===== src/rtl/ufm_pkg.sv =====
// ---------------------------------------------------------------------------
// ufm_pkg
// Constants and types shared between the unsigned fixed-width multiplier
// (ufm) and its downstream accumulator (ufm_acc).
//   OPW         : operand width of each ufm input.
//   PW_DEF      : default product width (2 x OPW).
//   N_TERMS_DEF : default number of products per vector.
//   acc_state_t : accumulator FSM state encoding.
//   min_aw()    : smallest accumulator width that cannot wrap for a vector.
// ---------------------------------------------------------------------------
package ufm_pkg;

   localparam int OPW         = 3;
   localparam int PW_DEF      = 2 * OPW;
   localparam int N_TERMS_DEF = 4;

   typedef enum logic [1:0] {
      IDLE  = 2'd0,
      ACCUM = 2'd1,
      DONE  = 2'd2
   } acc_state_t;

   // A sum of n products of pw bits each needs pw + ceil(log2(n)) bits.
   function automatic int min_aw(input int pw, input int n_terms);
      return pw + $clog2(n_terms);
   endfunction

endpackage


===== src/rtl/ufm_acc.sv =====
// ---------------------------------------------------------------------------
// ufm_acc
// Accumulates up to N_TERMS unsigned products from the ufm multiplier into a
// dot-product sum, then offers sum, term count and overflow flag downstream.
//
// Ports
//   clk        : clock, rising edge
//   rst        : asynchronous active-high reset
//   clear      : synchronous abort, drops the partial vector
//   in_valid   : product available
//   in_ready   : block accepts a product this cycle (not in DONE)
//   in_data    : unsigned product, PW bits
//   in_last    : current product ends the vector early
//   out_valid  : result available
//   out_ready  : consumer takes the result
//   out_sum    : accumulated sum modulo 2^AW
//   out_count  : number of terms in out_sum
//   out_ovf    : carry out of bit AW-1 occurred during this vector
// ---------------------------------------------------------------------------
module ufm_acc
   import ufm_pkg::*;
#(
   parameter int PW      = PW_DEF,
   parameter int AW      = 8,
   parameter int N_TERMS = N_TERMS_DEF,
   parameter int CW      = 3
) (
   input  logic          clk,
   input  logic          rst,
   input  logic          clear,
   input  logic          in_valid,
   output logic          in_ready,
   input  logic [PW-1:0] in_data,
   input  logic          in_last,
   output logic          out_valid,
   input  logic          out_ready,
   output logic [AW-1:0] out_sum,
   output logic [CW-1:0] out_count,
   output logic          out_ovf
);

   // Zero-extending AW+1 bit add; bit AW is the carry out of the accumulator.
   function automatic logic [AW:0] add_carry(input logic [AW-1:0] a,
                                             input logic [PW-1:0] b);
      return {1'b0, a} + (AW+1)'(b);
   endfunction

   acc_state_t    state_q, state_d;
   logic [AW-1:0] acc_q, acc_d;
   logic [CW-1:0] cnt_q, cnt_d;
   logic          ovf_q, ovf_d;

   logic          accept;
   logic          take;
   logic [AW:0]   sum_ext;
   logic [CW-1:0] cnt_inc;

   assign in_ready  = (state_q != DONE);
   assign out_valid = (state_q == DONE);
   assign accept    = in_valid && in_ready;
   assign take      = out_valid && out_ready;
   assign sum_ext   = add_carry(acc_q, in_data);
   assign cnt_inc   = cnt_q + CW'(1);

   // The result registers double as the output holding registers: nothing
   // writes them in DONE except a take, so they stay stable under backpressure.
   assign out_sum   = acc_q;
   assign out_count = cnt_q;
   assign out_ovf   = ovf_q;

   // Next-state and accumulator update
   always_comb begin
      state_d = state_q;
      acc_d   = acc_q;
      cnt_d   = cnt_q;
      ovf_d   = ovf_q;

      if (clear) begin
         // Abort wins over everything, including a product offered this cycle.
         state_d = IDLE;
         acc_d   = '0;
         cnt_d   = '0;
         ovf_d   = 1'b0;
      end else begin
         unique case (state_q)
            IDLE: begin
               if (accept) begin
                  acc_d   = AW'(in_data);
                  cnt_d   = CW'(1);
                  ovf_d   = 1'b0;
                  state_d = (in_last || (N_TERMS == 1)) ? DONE : ACCUM;
               end
            end
            ACCUM: begin
               if (accept) begin
                  acc_d = sum_ext[AW-1:0];
                  ovf_d = ovf_q | sum_ext[AW];
                  cnt_d = cnt_inc;
                  if (in_last || (cnt_inc == CW'(N_TERMS))) begin
                     state_d = DONE;
                  end
               end
            end
            DONE: begin
               // in_ready is low here, so in_data/in_last are ignored; the
               // earliest new accept is the cycle after the take.
               if (take) begin
                  state_d = IDLE;
                  acc_d   = '0;
                  cnt_d   = '0;
                  ovf_d   = 1'b0;
               end
            end
            default: begin
               state_d = IDLE;
               acc_d   = '0;
               cnt_d   = '0;
               ovf_d   = 1'b0;
            end
         endcase
      end
   end

   // State and accumulator registers
   always_ff @(posedge clk or posedge rst) begin
      if (rst) begin
         state_q <= IDLE;
         acc_q   <= '0;
         cnt_q   <= '0;
         ovf_q   <= 1'b0;
      end else begin
         state_q <= state_d;
         acc_q   <= acc_d;
         cnt_q   <= cnt_d;
         ovf_q   <= ovf_d;
      end
   end

endmodule


===== config.mk =====
export PLATFORM = sky130hd
export DESIGN_NAME = ufm_acc
export DESIGN_NICKNAME = d
export VERILOG_FILES = /design/src/rtl/ufm_pkg.sv /design/src/rtl/ufm_acc.sv
export SDC_FILE = /design/constraint.sdc
export NUM_CORES = 1
export LEC_CHECK = 0
export ABC_CLOCK_PERIOD_IN_PS = 4150
export CORE_MARGIN = 4
export CORE_UTILIZATION = 28
export CTS_CLUSTER_DIAMETER = 60
export DETAILED_ROUTE_END_ITERATION = 12
export HOLD_SLACK_MARGIN = 0.02
export PLACE_DENSITY = 0.47
export SLEW_MARGIN = 20
export SYNTH_ARGS = -nofsm -noshare
export SYNTH_HDL_FRONTEND = slang
export SYNTH_SLANG_ARGS = --single-unit

===== constraint.sdc =====
create_clock -name clk -period 4.15 [get_ports clk]
set_clock_uncertainty 0.15 [all_clocks]
set_input_delay 1.245 -clock clk [delete_from_list [all_inputs] [get_ports clk]]
set_output_delay 1.245 -clock clk [all_outputs]
set_load 0.03 [all_outputs]

==> summary.txt <==
Outcome
  • Result of the run: finished clean

Die
  • Floorplan Core Area: around 0.0033 mm²
  • Ports: 26
  • Die width: ~67 µm
  • Initial Utilization: ~29%
  • Die H: 66.6 µm
  • Die footprint: between 0.004 and 0.005 mm²
  • Cell row count: 21

Route
  • Detailed Routing Iterations Pass 1: 4
  • Vias per cell: 4.73
  • Total wire length: around 2300 µm
  • Met1 Wirelength: roughly 1200 µm
  • Violation count after the first detailed-route iteration: 22
  • Met3 Routed Length: 98 µm
  • DRC violation count after routing: 0
  • Via Count: ~830
  • Routed met2 length: roughly 1000 µm
  • Remaining number of nets flagged by the antenna check after routing: 0
  • Wire length per cell after detailed routing: about 13 µm
  • Top routing layer in use: met4

Global routing
  • Maximum number of pins on one net before global-route repair: 15
  • First-pass GRT wire length: 4000 µm
  • Aggregate global-route resource usage: a little under an eighth
  • Via count of the first global-routing pass: between 800 and 900
  • Overflow after GRT: 0
  • Number of antenna violations at the first check in global routing: 0

Clocking
  • CTS Hold Buffers Added: 0
  • CTS tree: yes
  • Clock insertion delay at the later pin of the skew report: just under 0.3 ns
  • Clock Path Buffers: 2
  • Root cell of the clock tree: sky130_fd_sc_hd__clkbuf_4
  • Number of setup buffers added after CTS: 0
  • Clock-pin slew reported for the worst setup and hold paths after clock tree synthesis: roughly 0.10 ns
  • Cells resized by post-CTS repair: 0
  • CTS buffer count: 3
  • Number of H-tree levels: 1
  • Sink count of the clock tree: 14

Timing
  • Headroom to the max-slew limit: between 50% and 60%
  • Unrepaired setup endpoints after global routing: false
  • Final critical delay including setup and external delays: ~3.1 ns
  • Final setup violation count: 0
  • Final worst path period share: 75.6%
  • Worst hold slack across all endpoints: between 0.3 and 0.4 ns
  • Max Freq: approximately 0.32 GHz
  • Setup TNS: 0 ns
  • Slew @ Worst Pin: a little over 0.6 ns
  • Number of pins with negative max-slew slack in the final report: 0
  • Final hold viol count: 0

Layout
  • Total area of multi-input combinational cells: 587 µm²
  • Storage element area: ~350 µm²
  • Commonest non-fill, non-tap cell in the layout: sky130_fd_sc_hd__clkdlybuf4s50_1
  • Ant diodes: 0
  • Fraction of final layout cells sized beyond drive strength 1: 9.23%
  • Final Net Count: 152
  • Fill cell total of the finished layout: 362
  • Area growth from synthesis to layout: 35.7%
  • Final Cell Area: roughly 0.0013 mm²
  • Commonest cells after routing, fill and taps aside: sky130_fd_sc_hd__clkdlybuf4s50_1 (25), sky130_fd_sc_hd__dfrtp_1 (14), sky130_fd_sc_hd__nor2_1 (12)

Logic synthesis
  • Number of instances in the synthesized netlist: between 100 and 150
  • Netlist cell types: 42
  • Syn_area_per_cell: 9.42 µm²
  • Share of the yosys chip area belonging to registers: 36.5%
  • Post-synthesis mux area share: under 10%
  • Post-synthesis instance area: a little under 0.001 mm²
  • Dominant combinational cell family by area after synthesis: compound AO/OA/AOI/OAI gates
  • Number of enable-type register cells in the synthesized netlist: 0
  • Async set-reset flop share out of synthesis: 100%
  • Post-synth top flop: sky130_fd_sc_hd__dfrtp_1
  • Synthesized flop and latch total: 14
  • Net Count, Synth: ~120
  • Arithmetic-cell share of the synthesized area counting full adders, half adders and majority gates: between 10% and 20%
  • Count of yosys warnings during synthesis: 0
  • Simple-gate share of the synthesized area: between 10% and 20%
  • Synthesized-area fraction occupied by ao, oa, aoi and oai cells: 25.5%
  • Synthesized-area fraction occupied by xor and xnor cells: 3.65%

Worst setup path
  • Critical path type: flop to primary output
  • WP data arrival: roughly 1.7 ns
  • Critical Path Source Type: flop
  • Required time at the endpoint of the critical path: about 2.8 ns
  • CP Max Fanout: 9
  • Nature of the critical path endpoint: primary output

Min path
  • Worst hold path type: flop to flop

Pwr
  • Post-layout total power: between 300 and 400 µW
  • Leakage: around 0.00058 µW
  • Total power per unit cell area: around 280 mW/mm²
  • Max IR drop VDD: approximately 0.089 mV

Place
  • Placed wire-length estimate: 1740 µm
  • Final Wtd Congestion: between 0.7 and 0.8
  • Buffers on Ports: 25
  • Instance area after placement: approximately 0.0013 mm²

Flow run
  • Count of max-cap constraint violations: 0
## kinds of logic after synthesis
family | after synthesis
compound gates | 34
xor+xnor | 4
fa+ha+maj | 9
buf+inv | 6
flops | 14
mux | 2
simple gates | 33
## worst max-delay path: stages, from the launching register on
cell,delay [ns]
sky130_fd_sc_hd__dfrtp_1,0.48
sky130_fd_sc_hd__or2b_1,0.27
sky130_fd_sc_hd__inv_1,0.06
sky130_fd_sc_hd__clkdlybuf4s50_1,0.66
## power breakdown
part / internal, µW / leakage, µW / total (µW) / switching [µW]
clock network: 53.4 / 0.0000210 / 108 / 54.4
registers: 144 / 0.000189 / 151 / 7.55
logic: 50.5 / 0.000374 / 111 / 60.1
## flip-flops by register name, indices dropped and copies added, names as in the netlist
signal and flops:
out_count 3, out_ovf 1, out_sum 8, state_q 2
## path summary, 6_finish.rpt
path,start,endpoint,slack (ns),depth (start not counted)
worst max-delay path,state_q[1],out_valid,1.01,3
worst min-delay path,out_ovf,out_ovf,0.36,2
worst max register to register,out_sum[0],out_ovf,2.04,7
worst min register to register,out_ovf,out_ovf,0.36,2
max in group asynchronous,rst,state_q[1],2.28,2
min in group asynchronous,rst,out_sum[7],1.17,2
## cell usage after synthesis (2+ instances only)
master	count	area share [%]
sky130_fd_sc_hd__a211oi_1	3	2.3
sky130_fd_sc_hd__a21o_1	2	1.6
sky130_fd_sc_hd__a21oi_1	3	1.6
sky130_fd_sc_hd__dfrtp_1	14	36
sky130_fd_sc_hd__ha_1	8	10
sky130_fd_sc_hd__inv_1	4	1.6
sky130_fd_sc_hd__mux2i_1	2	2.1
sky130_fd_sc_hd__nand2_1	9	3.5
sky130_fd_sc_hd__nor2_1	12	4.7
sky130_fd_sc_hd__o21a_1	2	1.6
sky130_fd_sc_hd__o21ai_0	10	5.2
sky130_fd_sc_hd__xnor2_1	2	1.8
sky130_fd_sc_hd__xor2_1	2	1.8
## layout make-up
| class | instances | area share [%] |
|---|---|---|
| inverter | 4 | 1.15 |
| tap | 46 | 4.41 |
| multi-input combinational | 82 | 45.0 |
| clock buffer | 4 | 2.78 |
| timing repair buffer | 26 | 19.8 |
| sequential | 14 | 26.9 |
## stage by stage
step	worst slack [ns]	cells	util (%)
after floorplan	1.33	102	-
after global placement	0.705	172	38.0
after detailed placement	0.712	172	38.0
after CTS	0.999	176	39.1
after global routing	0.871	176	39.1
final	1.01	176	39.1
## routing by layer
| metal | up-vias | global-route usage (%) |
|---|---|---|
| met4 | 0 | 5.33 |
| met3 | 4 | 2.19 |
| li1 | 426 | - |
| met5 | - | 0 |
| met2 | 16 | 16.8 |
| met1 | 387 | 16.9 |
(Power assumes the default switching activity.)
